<file path="config.mk">
export PLATFORM = sky130hd
export DESIGN_NAME = config_accumulator
export DESIGN_NICKNAME = d
export VERILOG_FILES = /design/src/rtl/config_accumulator.sv
export SDC_FILE = /design/constraint.sdc
export NUM_CORES = 1
export LEC_CHECK = 0
export ABC_AREA = 0
export BUFFER_PORTS_ARGS = -buffer_cell sky130_fd_sc_hd__buf_4
export CAP_MARGIN = 20
export CORE_ASPECT_RATIO = 0.6
export CORE_MARGIN = 10
export CORE_UTILIZATION = 45
export CTS_CLUSTER_DIAMETER = 50
export DETAILED_ROUTE_END_ITERATION = 7
export PLACE_DENSITY = 0.65
export SETUP_SLACK_MARGIN = 0.05
export SYNTH_ARGS = -nofsm -noshare
export SYNTH_HDL_FRONTEND = slang
export SYNTH_SLANG_ARGS = --single-unit
</file>
<file path="constraint.sdc">
create_clock -name clk_i -period 5.55 [get_ports clk_i]
set_clock_uncertainty 0.15 [all_clocks]
set_input_delay 0.2775 -clock clk_i [delete_from_list [all_inputs] [get_ports clk_i]]
set_output_delay 0.2775 -clock clk_i [all_outputs]
set_load 0.1 [all_outputs]
</file>
<file path="src/rtl/config_accumulator.sv">
// Multiply-accumulate sink: sums signed 8-bit products (full) or two 4-bit lanes (halved); CONFIG_ACCUMULATOR_SATURATE_EN selects clamping sums.
// Result valid one cycle after the final beat; prod_ready_o only in ACCUM, result held in DONE until acc_ready_i.
module config_accumulator #(
  parameter int ACC_WIDTH = 16,
  parameter int CNT_WIDTH = 8
) (
  input  logic                   clk_i,
  input  logic                   rst_i,
  input  logic                   start_i,
  input  logic                   halved_i,
  input  logic [CNT_WIDTH-1:0]   len_i,
  input  logic                   prod_valid_i,
  output logic                   prod_ready_o,
  input  logic [7:0]             prod_i,
  output logic                   acc_valid_o,
  input  logic                   acc_ready_i,
  output logic [2*ACC_WIDTH-1:0] acc_o,
  output logic                   busy_o,
  output logic                   overflow_o
);

  localparam int FW = 2 * ACC_WIDTH;

  typedef enum logic [1:0] {IDLE, ACCUM, DONE} stateT;

  stateT                 state, stateNext;
  logic                  halvedQ;
  logic [CNT_WIDTH-1:0]  lenQ;
  logic [CNT_WIDTH-1:0]  beatCnt;
  logic [CNT_WIDTH-1:0]  cntInc;
  logic [FW-1:0]         acc;
  logic [FW-1:0]         accNext;
  logic                  ovfQ;
  logic                  beatOvf;
  logic                  startTake;
  logic                  beatTake;

  logic [FW-1:0]         fullAdd, fullSum;
  logic [ACC_WIDTH-1:0]  hiAdd, loAdd, hiSum, loSum;
`ifdef CONFIG_ACCUMULATOR_SATURATE_EN
  logic                  fullOvf, hiOvf, loOvf;
`endif

  assign cntInc = beatCnt + CNT_WIDTH'(1);

  always_comb begin
    stateNext    = state;
    prod_ready_o = 1'b0;
    acc_valid_o  = 1'b0;
    startTake    = 1'b0;
    beatTake     = 1'b0;
    case (state)
      IDLE: begin
        if (start_i) begin
          startTake = 1'b1;
          stateNext = (len_i != '0) ? ACCUM : DONE;
        end
      end
      ACCUM: begin
        prod_ready_o = 1'b1;
        if (prod_valid_i) begin
          beatTake = 1'b1;
          if (cntInc == lenQ) stateNext = DONE;
        end
      end
      DONE: begin
        acc_valid_o = 1'b1;
        if (acc_ready_i) stateNext = IDLE;
      end
      default: stateNext = IDLE;
    endcase
  end

  always_ff @(posedge clk_i) begin
    if (rst_i) state <= IDLE;
    else       state <= stateNext;
  end

  // Lanes are summed independently so no carry leaks from low into high.
  always_comb begin
    fullAdd = {{(FW-8){prod_i[7]}}, prod_i};
    hiAdd   = {{(ACC_WIDTH-4){prod_i[7]}}, prod_i[7:4]};
    loAdd   = {{(ACC_WIDTH-4){prod_i[3]}}, prod_i[3:0]};
    fullSum = acc + fullAdd;
    hiSum   = acc[FW-1:ACC_WIDTH] + hiAdd;
    loSum   = acc[ACC_WIDTH-1:0] + loAdd;
`ifdef CONFIG_ACCUMULATOR_SATURATE_EN
    fullOvf = (acc[FW-1] == fullAdd[FW-1]) && (fullSum[FW-1] != acc[FW-1]);
    hiOvf   = (acc[FW-1] == hiAdd[ACC_WIDTH-1]) && (hiSum[ACC_WIDTH-1] != acc[FW-1]);
    loOvf   = (acc[ACC_WIDTH-1] == loAdd[ACC_WIDTH-1]) &&
              (loSum[ACC_WIDTH-1] != acc[ACC_WIDTH-1]);
    if (fullOvf) fullSum = acc[FW-1] ? {1'b1, {(FW-1){1'b0}}} : {1'b0, {(FW-1){1'b1}}};
    if (hiOvf)   hiSum = acc[FW-1] ? {1'b1, {(ACC_WIDTH-1){1'b0}}} : {1'b0, {(ACC_WIDTH-1){1'b1}}};
    if (loOvf)   loSum = acc[ACC_WIDTH-1] ? {1'b1, {(ACC_WIDTH-1){1'b0}}}
                                          : {1'b0, {(ACC_WIDTH-1){1'b1}}};
    beatOvf = halvedQ ? (hiOvf | loOvf) : fullOvf;
`else
    beatOvf = 1'b0;
`endif
    accNext = halvedQ ? {hiSum, loSum} : fullSum;
  end

  always_ff @(posedge clk_i) begin
    if (rst_i) begin
      halvedQ <= 1'b0;
      lenQ    <= '0;
      beatCnt <= '0;
      acc     <= '0;
      ovfQ    <= 1'b0;
    end else if (startTake) begin
      halvedQ <= halved_i;
      lenQ    <= len_i;
      beatCnt <= '0;
      acc     <= '0;
      ovfQ    <= 1'b0;
    end else if (beatTake) begin
      beatCnt <= cntInc;
      acc     <= accNext;
      ovfQ    <= ovfQ | beatOvf;
    end
  end

  assign acc_o      = acc;
  assign busy_o     = (state != IDLE);
  assign overflow_o = ovfQ;

endmodule

</file>
# Word level (Yosys, flattened, before mapping)
# Cells that the tools add are included.
[classes]
add_sub_neg = 4
eq_ne = 7
muxes = 13
n_reduce_logical = 5
[ops]
columns = ["operator", "count"]
rows = [
  ["$add 16x16->16", 2],
  ["$add 32x32->32", 1],
  ["$mux 32", 1],
  ["$mux 2", 5],
  ["$add 8x1->8 const B", 1],
  ["$eq 8x8->1", 1],
  ["$ne 2x2->1 const B", 4],
  ["$reduce_bool 8->1", 1],
  ["$mux 1", 6],
  ["$pmux 2 s3", 1],
  ["$reduce_and 4->1", 1],
  ["$eq 2x1->1 const B", 1],
  ["$eq 2x2->1 const B", 1],
  ["$logic_not 2->1", 1],
  ["$reduce_bool 2->1", 1],
  ["$reduce_or 2->1", 1],
]
[totals]
regBits = 51
in_bits = 22
out_inout_bits = 36

# Longest topological paths before layout
# Gate-level depths: netlist (run 1).
[depth]
depth_word = 5
depth_mapped = 11

# Worst setup path after synthesis (run 1)
# OpenSTA, ideal clock, no wires.
[synth_timing]
path_type = "register to register"
startpoint = "register acc[0], in the netlist acc_o[0]"
endpoint = "register acc[14], in the netlist acc_o[14]"
setup_time_ns = 0.071
arrival_time_ns = 3.086
t_required_ns = 5.329
path_slack_ns = 2.243
stages_incl_launch_ff = 12
n_path_buf = 0
period_less_slack_ns = 3.307
cell_sequence = "dfxtp_1 > ha_1 > inv_1 > fa_1 > and2b_1 > o31a_1 > o21ai_2 > o21bai_1 > o21ai_0 > mux2_2 > a22o_1 > a21oi_1"
[synth_via]
elab_chain_cells = 2
elab_cells_between_ends = 3
[synth_lines]
columns = ["item", "line", "rtl"]
rows = [
  ["start, declared", "31", "logic [FW-1:0] acc;"],
  ["start signal, assigned", "118", "acc <= accNext;"],
  ["$add 32x32->32 / $add 16x16->16 (equally long branches)", "84, 86", ""],
  ["$mux 32 (*)", "100", "accNext = halvedQ ? {hiSum, loSum} : fullSum;"],
]
# Mark *: on every way between the ends. The rest lies on a longest branch, timed or not.
# A chain may end at the register's enable or synchronous reset.

# Worst setup path in the final report (run 1)
[layout_timing]
startpoint = "register acc[0], in the netlist acc_o[0]"
endpoint = "register acc[30], in the netlist acc_o[30]"
[layout_via]
elab_chain_cells = 2
[layout_lines]
columns = ["item", "line", "rtl"]
rows = [
  ["$add 32x32->32", "84", "fullSum = acc + fullAdd;"],
  ["$mux 32", "100", ""],
]
# No other way between the ends.

==> impl_metrics.tcl, run 1 <==
set metrics [dict create \
    intPower_uw 673 \
    min_period_over_period_pct 52.7 \
    drt_pass1_iterations 5 \
    cts_resized 0 \
    drt_iter0_drc 336 \
    num_vias 4770 \
    tightest_slew_ns 0.783 \
    cp_max_fo 4 \
    grt-ovfl-total 0 \
    cts_buffers 5 \
    core_um2 10000 \
    regArea_um2 1020 \
    cts.clk_slew.worst_paths_ns 0.08 \
    setup_viol_count_final 0 \
    fin_area_um2 5340 \
    dp_cells 789 \
    grt_pass1_vias 4425 \
    worst_skew_pair.late_latency_ns 0.30 \
    syn_inst 627 \
    maxCapViolCount 0 \
    slew_violations 0 \
    crit_family "compound AO/OA/AOI/OAI gates" \
    r2r_slack_ns 2.63 \
    start_util_pct 46.9 \
    tritoncts "built" \
    drive_above_1_share_pct 12.2 \
    fmax_ghz 0.342 \
    peakVddDrop_mv 0.118 \
    switchingPower_uw 433 \
    grt_pass1_wl_um 22700 \
    worstPathCellList "ha_1, inv_1, fa_1, and2b_1, o31a_1, o21ai_2, o21bai_1, o2111ai_1, a21oi_1, mux2i_1, nand2_1" \
    fillCellCount 1005 \
    placed_area_um2 5190 \
    ys.flop_type "dfxtp_1" \
    cts.hold.buffers_added 0 \
    cp.depth 11 \
    total_leakage_power_uw 0.00233 \
    dieArea_um2 15100 \
    clockBufferDepth 2 \
    final.setup.tns_ns 0 \
    final_cell_count_no_fill 797 \
    r2r_cells 11 \
    critPathLaunch "acc_o[0]" \
    critical_path.endpoint "acc_o[30]" \
    synth-edff-count 0 \
    die_x_um 152 \
    hold_path_class "input pin to register" \
    dpl.hpwl_um 11000 \
    num_rows 28 \
    cp_data_arrival_time_ns 2.97 \
    r2r_start "acc_o[0]" \
    yosysWarnings 0 \
    syn_area_um2 4700 \
    avgViaCountPerCell 5.98 \
    status "finished, final reports clean" \
    final_cell_mix "a21oi_1, nand2_1, buf_4, o21ai_0, dfxtp_1" \
    ys_seq_elements 51 \
    power_density_nw_per_um2 207 \
    ant_nets 0 \
    globalplace.congestion 0.940 \
    holdCritStartpoint "len_i[5]" \
    worst_setup_path_end_kind "register" \
    root_buffer "clkbuf_16" \
    io_pins 58 \
    h-tree-depth 2 \
    slowest_stage "o21bai_1" \
    syn2layout_area_growth_pct 13.5 \
    grt_max_degree 44 \
    rsz0062_at_grt "no" \
    drc 0 \
    synth_area_leader_cell "dfxtp_1" \
    portBuffers 56 \
    r2r_end "acc_o[30]" \
    maxSlewHeadroom_pct 47.7 \
    die_h_um 99.2 \
    synth.distinct_cells 64 \
    grt_antenna_before_repair 1 \
    path_class "register to register" \
    clkPwrFrac_pct 30.3 \
    multi_input_area_um2 3500 \
    wl_per_cell_um 17.6 \
    nNetsFinal 731 \
    critPathMaxStageDelay_ns 0.38 \
    fin_crit_ns 2.92 \
    cts_sinks 51 \
    fin_util_pct 53.3 \
    swShare_pct 39.1 \
    p_comb_share_pct 33.9 \
    cp.required_ns 5.60 \
    drt-total-wl_um 14000 \
    power_frac_seq_pct 35.8 \
    synth_nets 697 \
    final_common_cell "a21oi_1" \
    yosysSeqAreaShare_pct 21.7 \
    grt_use_total_pct 17.8 \
    yosys.area.top_type_share_pct 21.7 \
    async_reset_ff_share_pct 0 \
    diodes 0 \
    post_cts.repair.setup_buffers 0 \
    startpoint_type "register" \
    syn_area_per_cell_um2 7.50 \
    synth_area_leaders "dfxtp_1, ha_1, a21oi_1" \
    crit_buf_inv 1 \
    hold_viol_final 0 \
]
[power by group through the flow]
stage                     combinational [uW]  clock [uW]  sequential [uW]
after floorplan                          221           0              463
after global placement                   368           0              404
after detailed placement                 371           0              405
after CTS                                372         345              396
after global routing                     409         360              399
final                                    375         335              396
[flip-flops by register name, indices dropped and copies added (netlist names)]
register / count
lenQ: 8
beatCnt: 8
state: 2
halvedQ: 1
acc_o: 32
[through the flow]
stage | setup slack [ns] | total power (uW) | hold slack [ns]
6_report | 2.63 | 1110 | 0.0809
5_1_grt | 2.44 | 1170 | 0.0799
4_1_cts | 2.66 | 1110 | 0.0700
3_3_place_gp | 2.63 | 773 | 0.309
2_1_floorplan | 2.24 | 684 | 0.197
3_5_place_dp | 2.62 | 776 | 0.311
[cells in the mapped netlist (all sizes together), types with 3 or more instances]
library cell,n
a21oi,75
nand2,74
o21ai,60
dfxtp,51
nor2,49
ha,46
clkbuf,26
xnor2,26
xor2,25
a21o,17
nand3,15
inv,14
nor3,14
a211oi,10
o211ai,9
nand2b,8
nor2b,8
a31oi,7
and3,7
nand4,7
buf,6
o21a,6
mux2i,5
nor4,5
o21bai,5
or3,5
o211a,4
and2b,3
o2111ai,3
o31a,3
[worst reg2reg max path, cell delays in order, from the launching register on]
cell and delay [ns]:
dfxtp_1 0.35, ha_1 0.22, inv_1 0.07, fa_1 0.36
and2b_1 0.24, o31a_1 0.17, o21ai_2 0.10, o21bai_1 0.38
o2111ai_1 0.26, a21oi_1 0.24, mux2i_1 0.22, nand2_1 0.07
[logic make-up (layout without fill, tap and decap cells)]
kind of cell	after synthesis	count (layout)	synth area share [%]
xor gates and xnor gates	51	51	9.50
muxes	6	6	1.30
DFF	51	51	21.7
adders and majority gates	48	48	13.1
AOI/OAI and AO/OA	222	222	30.6
buffers and inverters	46	81	3.86
and+or+nand+nor	202	202	19.9
other	1	1	0.0797
[final cells by class]
class | instances | area share (%)
sequential | 51 | 19.1
timing repair buffer | 59 | 8.30
clock inverter | 3 | 0.516
inverter | 14 | 0.984
clock buffer | 5 | 2.34
multi-input combinational | 530 | 65.6
tap | 135 | 3.16
[worst min path at each step]
stage                         end  slack, ns  depth (start not counted)
after detailed placement  lenQ[3]       0.31                          2
after global placement    lenQ[0]       0.31                          2
after CTS                 lenQ[5]       0.07                          3
final                     lenQ[5]       0.08                          3
after global routing      lenQ[4]       0.08                          3
after floorplan           lenQ[7]       0.20                          1
[per-layer routing]
metal	vias up	GRT usage [%]	wire, um
met3	11	4.73	1130
met2	159	26.0	5780
met5	-	0	7
met1	2240	25.5	7020
li1	2358	-	-
met4	2	3.68	93
Power figures use the tool's default switching activity.
==> run 2, diff against run 1 <==
Clock period 5.55 ns to 2.79 ns, I/O delays scaled along.
==> impl_metrics.tcl, run 2 (synthesis results as in run 1) <==
set metrics [dict create \
    cts_buffers 5 \
    dp_cells 807 \
    worst_setup_path_end_kind "register" \
    startpoint_type "register" \
    fin_ws_ns 0.129 \
    core_um2 10000 \
    tritoncts "built" \
    worst_skew_pair.late_latency_ns 0.30 \
    crit_buf_inv 1 \
    fmax_ghz 0.376 \
    start_util_pct 46.9 \
    cp.required_ns 2.82 \
    grt_pass1_vias 4581 \
    intPower_uw 1380 \
    worstPathCellList "ha_1, inv_1, fa_1, and2b_1, o31a_1, o21ai_4, o221ai_2, a22o_4, a311oi_2, xor2_1, o21ai_0" \
    hold_viol_final 0 \
    placed_area_um2 5370 \
    final.setup.tns_ns 0 \
    die_h_um 99.2 \
    preCtsSetupSlack_ns 0.0397 \
    grt_use_total_pct 18.1 \
    drive_above_1_share_pct 19.3 \
    drt-total-wl_um 14400 \
    cts_sinks 51 \
    slew_violations 0 \
    grt_max_degree 34 \
    maxSlewHeadroom_pct 51.1 \
    fin_area_um2 5800 \
    cp_data_arrival_time_ns 2.69 \
    hold_path_class "input pin to register" \
    cp_max_fo 4 \
    regArea_um2 1070 \
    rsz0062_at_grt "yes" \
    total_leakage_power_uw 0.00255 \
    cts.clk_slew.worst_paths_ns 0.08 \
    root_buffer "clkbuf_16" \
    slowest_stage "dfxtp_4" \
    nNetsFinal 768 \
    final_cell_mix "buf_4, nand2_1, a21oi_1, nor2_1, o21ai_0" \
    setup_viol_count_final 0 \
    num_vias 4844 \
    critPathMaxStageDelay_ns 0.35 \
    grt_pass1_wl_um 23400 \
    whs_ns 0.0822 \
    largest_reg_flops 32 \
    ant_nets 0 \
    num_rows 28 \
    power_frac_seq_pct 34.5 \
    status "finished, final reports clean" \
    grt-ovfl-total 0 \
    avgViaCountPerCell 5.81 \
    diodes 0 \
    dpl.hpwl_um 11000 \
    h-tree-depth 2 \
    tightest_slew_ns 0.731 \
    fillCellCount 959 \
    globalplace.congestion 0.903 \
    power_density_nw_per_um2 391 \
    drc 0 \
    switchingPower_uw 891 \
    grt_antenna_before_repair 0 \
    dieArea_um2 15100 \
    peakVddDrop_mv 0.304 \
    path_class "register to register" \
    wl_per_cell_um 17.3 \
    drt_pass1_iterations 4 \
    min_period_over_period_pct 95.4 \
    multi_input_area_um2 3590 \
    swShare_pct 39.3 \
    io_pins 58 \
    portBuffers 56 \
    syn2layout_area_growth_pct 23.4 \
    clkPwrFrac_pct 29.8 \
    drt_iter0_drc 364 \
    post_cts.repair.setup_buffers 0 \
    final_common_cell "buf_4" \
    die_x_um 152 \
    fin_crit_ns 2.66 \
    maxCapViolCount 0 \
    clockBufferDepth 2 \
    p_comb_share_pct 35.7 \
    crit_family "compound AO/OA/AOI/OAI gates" \
    final_cell_count_no_fill 834 \
]
[run 2: per-layer routing]
| layer | track usage [%] | part of all wire, % |
|---|---|---|
| met5 | 0 | 0 |
| met4 | 2.14 | 0.65 |
| met3 | 4.65 | 6.4 |
| met2 | 27.2 | 42 |
| met1 | 25.9 | 51 |
[run 2: worst reg2reg max path, delay by kind of cell, from the launching register on]
family | cells | cell delay (ns)
fa+ha+maj | 2 | 0.35
xor+xnor | 1 | 0.15
simple gates | 1 | 0.19
compound gates | 6 | 1.27
buf+inv | 1 | 0.07
flops | 1 | 0.35
[run 2: power by group through the flow]
| stage | registers (uW) | logic, uW | clock network (uW) |
|---|---|---|---|
| global placement | 799 | 757 | 0 |
| finish | 784 | 811 | 676 |
| global route | 788 | 878 | 721 |
| detailed placement | 801 | 763 | 0 |
| CTS | 784 | 789 | 692 |
| floorplan | 922 | 440 | 0 |
[run 2: through the flow]
| step | util (%) | total power, uW |
|---|---|---|
| floorplan | - | 1360 |
| global placement | 53.6 | 1560 |
| detailed placement | 53.6 | 1560 |
| CTS | 57.1 | 2260 |
| global route | 57.9 | 2390 |
| finish | 57.9 | 2270 |
[run 2: area by class of cell]
class                           count  share of cell area (%)
Tap cell                          135                    2.91
Inverter                           14                   0.906
Clock buffer                        5                    2.16
Clock inverter                      3                   0.453
Multi-Input combinational cell    530                    61.9
Timing Repair Buffer               96                    13.2
Sequential cell                    51                    18.4
[run 2: worst paths after layout]
kind                                start        end  slack (ns)  cells after the start
worst max-delay path             acc_o[0]  acc_o[26]        0.13                     11
worst min register to register  acc_o[24]  acc_o[24]        0.33                      2
worst max register to register   acc_o[0]  acc_o[26]        0.13                     11
worst min-delay path            prod_i[0]   acc_o[0]        0.08                      4
[run 2: timing repair]
action / CTS / global route
hold buffers: 19 / 0
gates cloned: 0 / 0
endpoints found under the hold margin: 11 / 0
pin swaps: 1 / 1
gates resized for setup: 2 / 17
endpoints found under the setup margin: 3 / 12
==> run 3, diff against run 2 <==
--- a/config.mk
+++ b/config.mk
@@ -8,8 +8,8 @@
 export ABC_AREA = 0
 export BUFFER_PORTS_ARGS = -buffer_cell sky130_fd_sc_hd__buf_4
-export CAP_MARGIN = 20
 export CORE_ASPECT_RATIO = 0.6
 export CORE_MARGIN = 10
 export CORE_UTILIZATION = 45
+export CTS_BUF_LIST = sky130_fd_sc_hd__clkbuf_4
 export CTS_CLUSTER_DIAMETER = 50
 export DETAILED_ROUTE_END_ITERATION = 7
--- a/constraint.sdc
+++ b/constraint.sdc
@@ -3,3 +3,3 @@
 set_input_delay 0.1395 -clock clk_i [delete_from_list [all_inputs] [get_ports clk_i]]
 set_output_delay 0.1395 -clock clk_i [all_outputs]
-set_load 0.1 [all_outputs]
+set_load 0.05 [all_outputs]
==> impl_metrics.tcl, run 3 (synthesis results as in run 1) <==
set metrics [dict create \
    drt-total-wl_um 14100 \
    dpl.hpwl_um 10800 \
    peakVddDrop_mv 0.195 \
    portBuffers 56 \
    grt_antenna_before_repair 0 \
    clockBufferDepth 2 \
    placed_area_um2 5350 \
    cts.clk_slew.worst_paths_ns 0.18 \
    syn2layout_area_growth_pct 22.8 \
    hold_viol_final 0 \
    cts_sinks 51 \
    drt_iter0_drc 336 \
    start_util_pct 46.9 \
    preCtsSetupSlack_ns -0.0121 \
    h-tree-depth 2 \
    final_cell_mix "buf_4, nand2_1, a21oi_1, nor2_1, o21ai_0" \
    core_um2 10000 \
    num_vias 4877 \
    tritoncts "built" \
    status "finished, final reports clean" \
    path_class "register to register" \
    globalplace.congestion 0.896 \
    avgViaCountPerCell 5.80 \
    setup_viol_count_final 0 \
    cts_buffers 5 \
    drt_pass1_iterations 4 \
    p_comb_share_pct 38.4 \
    grt_pass1_wl_um 23100 \
    grt_max_degree 34 \
    worst_setup_path_end_kind "register" \
    maxSlewHeadroom_pct 53.8 \
    final_common_cell "buf_4" \
    die_x_um 152 \
    fmax_ghz 0.373 \
    diodes 0 \
    power_density_nw_per_um2 335 \
    dieArea_um2 15100 \
    r2r_slack_ns 0.11 \
    drive_above_1_share_pct 17.8 \
    nNetsFinal 775 \
    intPower_uw 1160 \
    rsz0062_at_grt "yes" \
    cp_max_fo 4 \
    drc 0 \
    clkPwrFrac_pct 20.9 \
    grt_pass1_vias 4583 \
    total_leakage_power_uw 0.00254 \
    num_rows 28 \
    hold_path_class "input pin to register" \
    tightest_slew_ns 0.690 \
    grt_use_total_pct 17.8 \
    grt-ovfl-total 0 \
    ant_nets 0 \
    slew_violations 0 \
    fin_crit_ns 2.68 \
    worst_skew_pair.late_latency_ns 0.41 \
    cp_data_arrival_time_ns 2.88 \
    p_total_uw 1930 \
    fin_ws_ns 0.112 \
    switchingPower_uw 778 \
    largest_reg_flops 32 \
    swShare_pct 40.2 \
    cp.required_ns 2.99 \
    io_pins 58 \
    min_period_over_period_pct 96.0 \
    die_h_um 99.2 \
    startpoint_type "register" \
    fin_area_um2 5770 \
    power_frac_seq_pct 40.6 \
    root_buffer "clkbuf_4" \
    wl_per_cell_um 16.8 \
    maxCapViolCount 0 \
]
-- run 3: power by group through the flow --
stage                     combinational (uW)  sequential (uW)  clock (uW)
after floorplan                          425              856           0
final                                    743              786         405
after global routing                     811              791         446
after detailed placement                 685              801           0
after CTS                                713              786         413
after global placement                   680              799           0
-- run 3: stage by stage --
stage,hold slack (ns),setup TNS (ns),utilization (%),std cells
after detailed placement,0.257,-0.0129,53.4,807
after global placement,0.248,0,53.4,807
after CTS,0.00379,0,56.1,835
after global routing,0.0464,0,57.6,841
after floorplan,0.0586,0,-,627
final,0.0552,0,57.6,841
-- run 3: worst paths after layout --
kind                   from         to  depth (start not counted)
setup / recovery   acc_o[0]  acc_o[14]                         11
hold / removal    prod_i[1]   acc_o[1]                          4
setup reg to reg   acc_o[0]  acc_o[14]                         11
hold reg to reg   acc_o[29]  acc_o[29]                          2
-- run 3: cell type report --
class | count | area [um^2]
clock buffer | 5 | 37.5
clock inverter | 3 | 25.0
fill | 970 | 4250
inverter | 14 | 52.6
multi-input combinational | 530 | 3610
sequential | 51 | 1030
tap | 135 | 169
timing repair buffer | 103 | 848
-- run 3: what timing repair did --
item,CTS,global route
pin swaps,1,10
resized for setup,3,25
hold endpoints to repair,12,0
endpoints found under the setup margin,3,14
hold buffers,20,0
buffers inserted,0,6
-- run 3: layer usage --
layer	share of wire, %	GRT usage (%)	vias to the layer above	wire length [um]
li1	-	-	2442	-
met1	51	25.2	2268	7150
met2	41	26.4	157	5820
met3	7.9	5.20	10	1110
met4	0.40	2.73	0	57
met5	0	0	-	0
-- run 3: critical path, stage by stage, from the launching register on --
cell and delay, ns:
dfxtp_2 0.38, ha_4 0.17, inv_2 0.05, fa_2 0.18
and2b_1 0.20, o31a_1 0.28, o21ai_4 0.24, o21bai_4 0.14
o21ai_2 0.15, mux2_2 0.34, a22o_1 0.24, a21oi_2 0.11
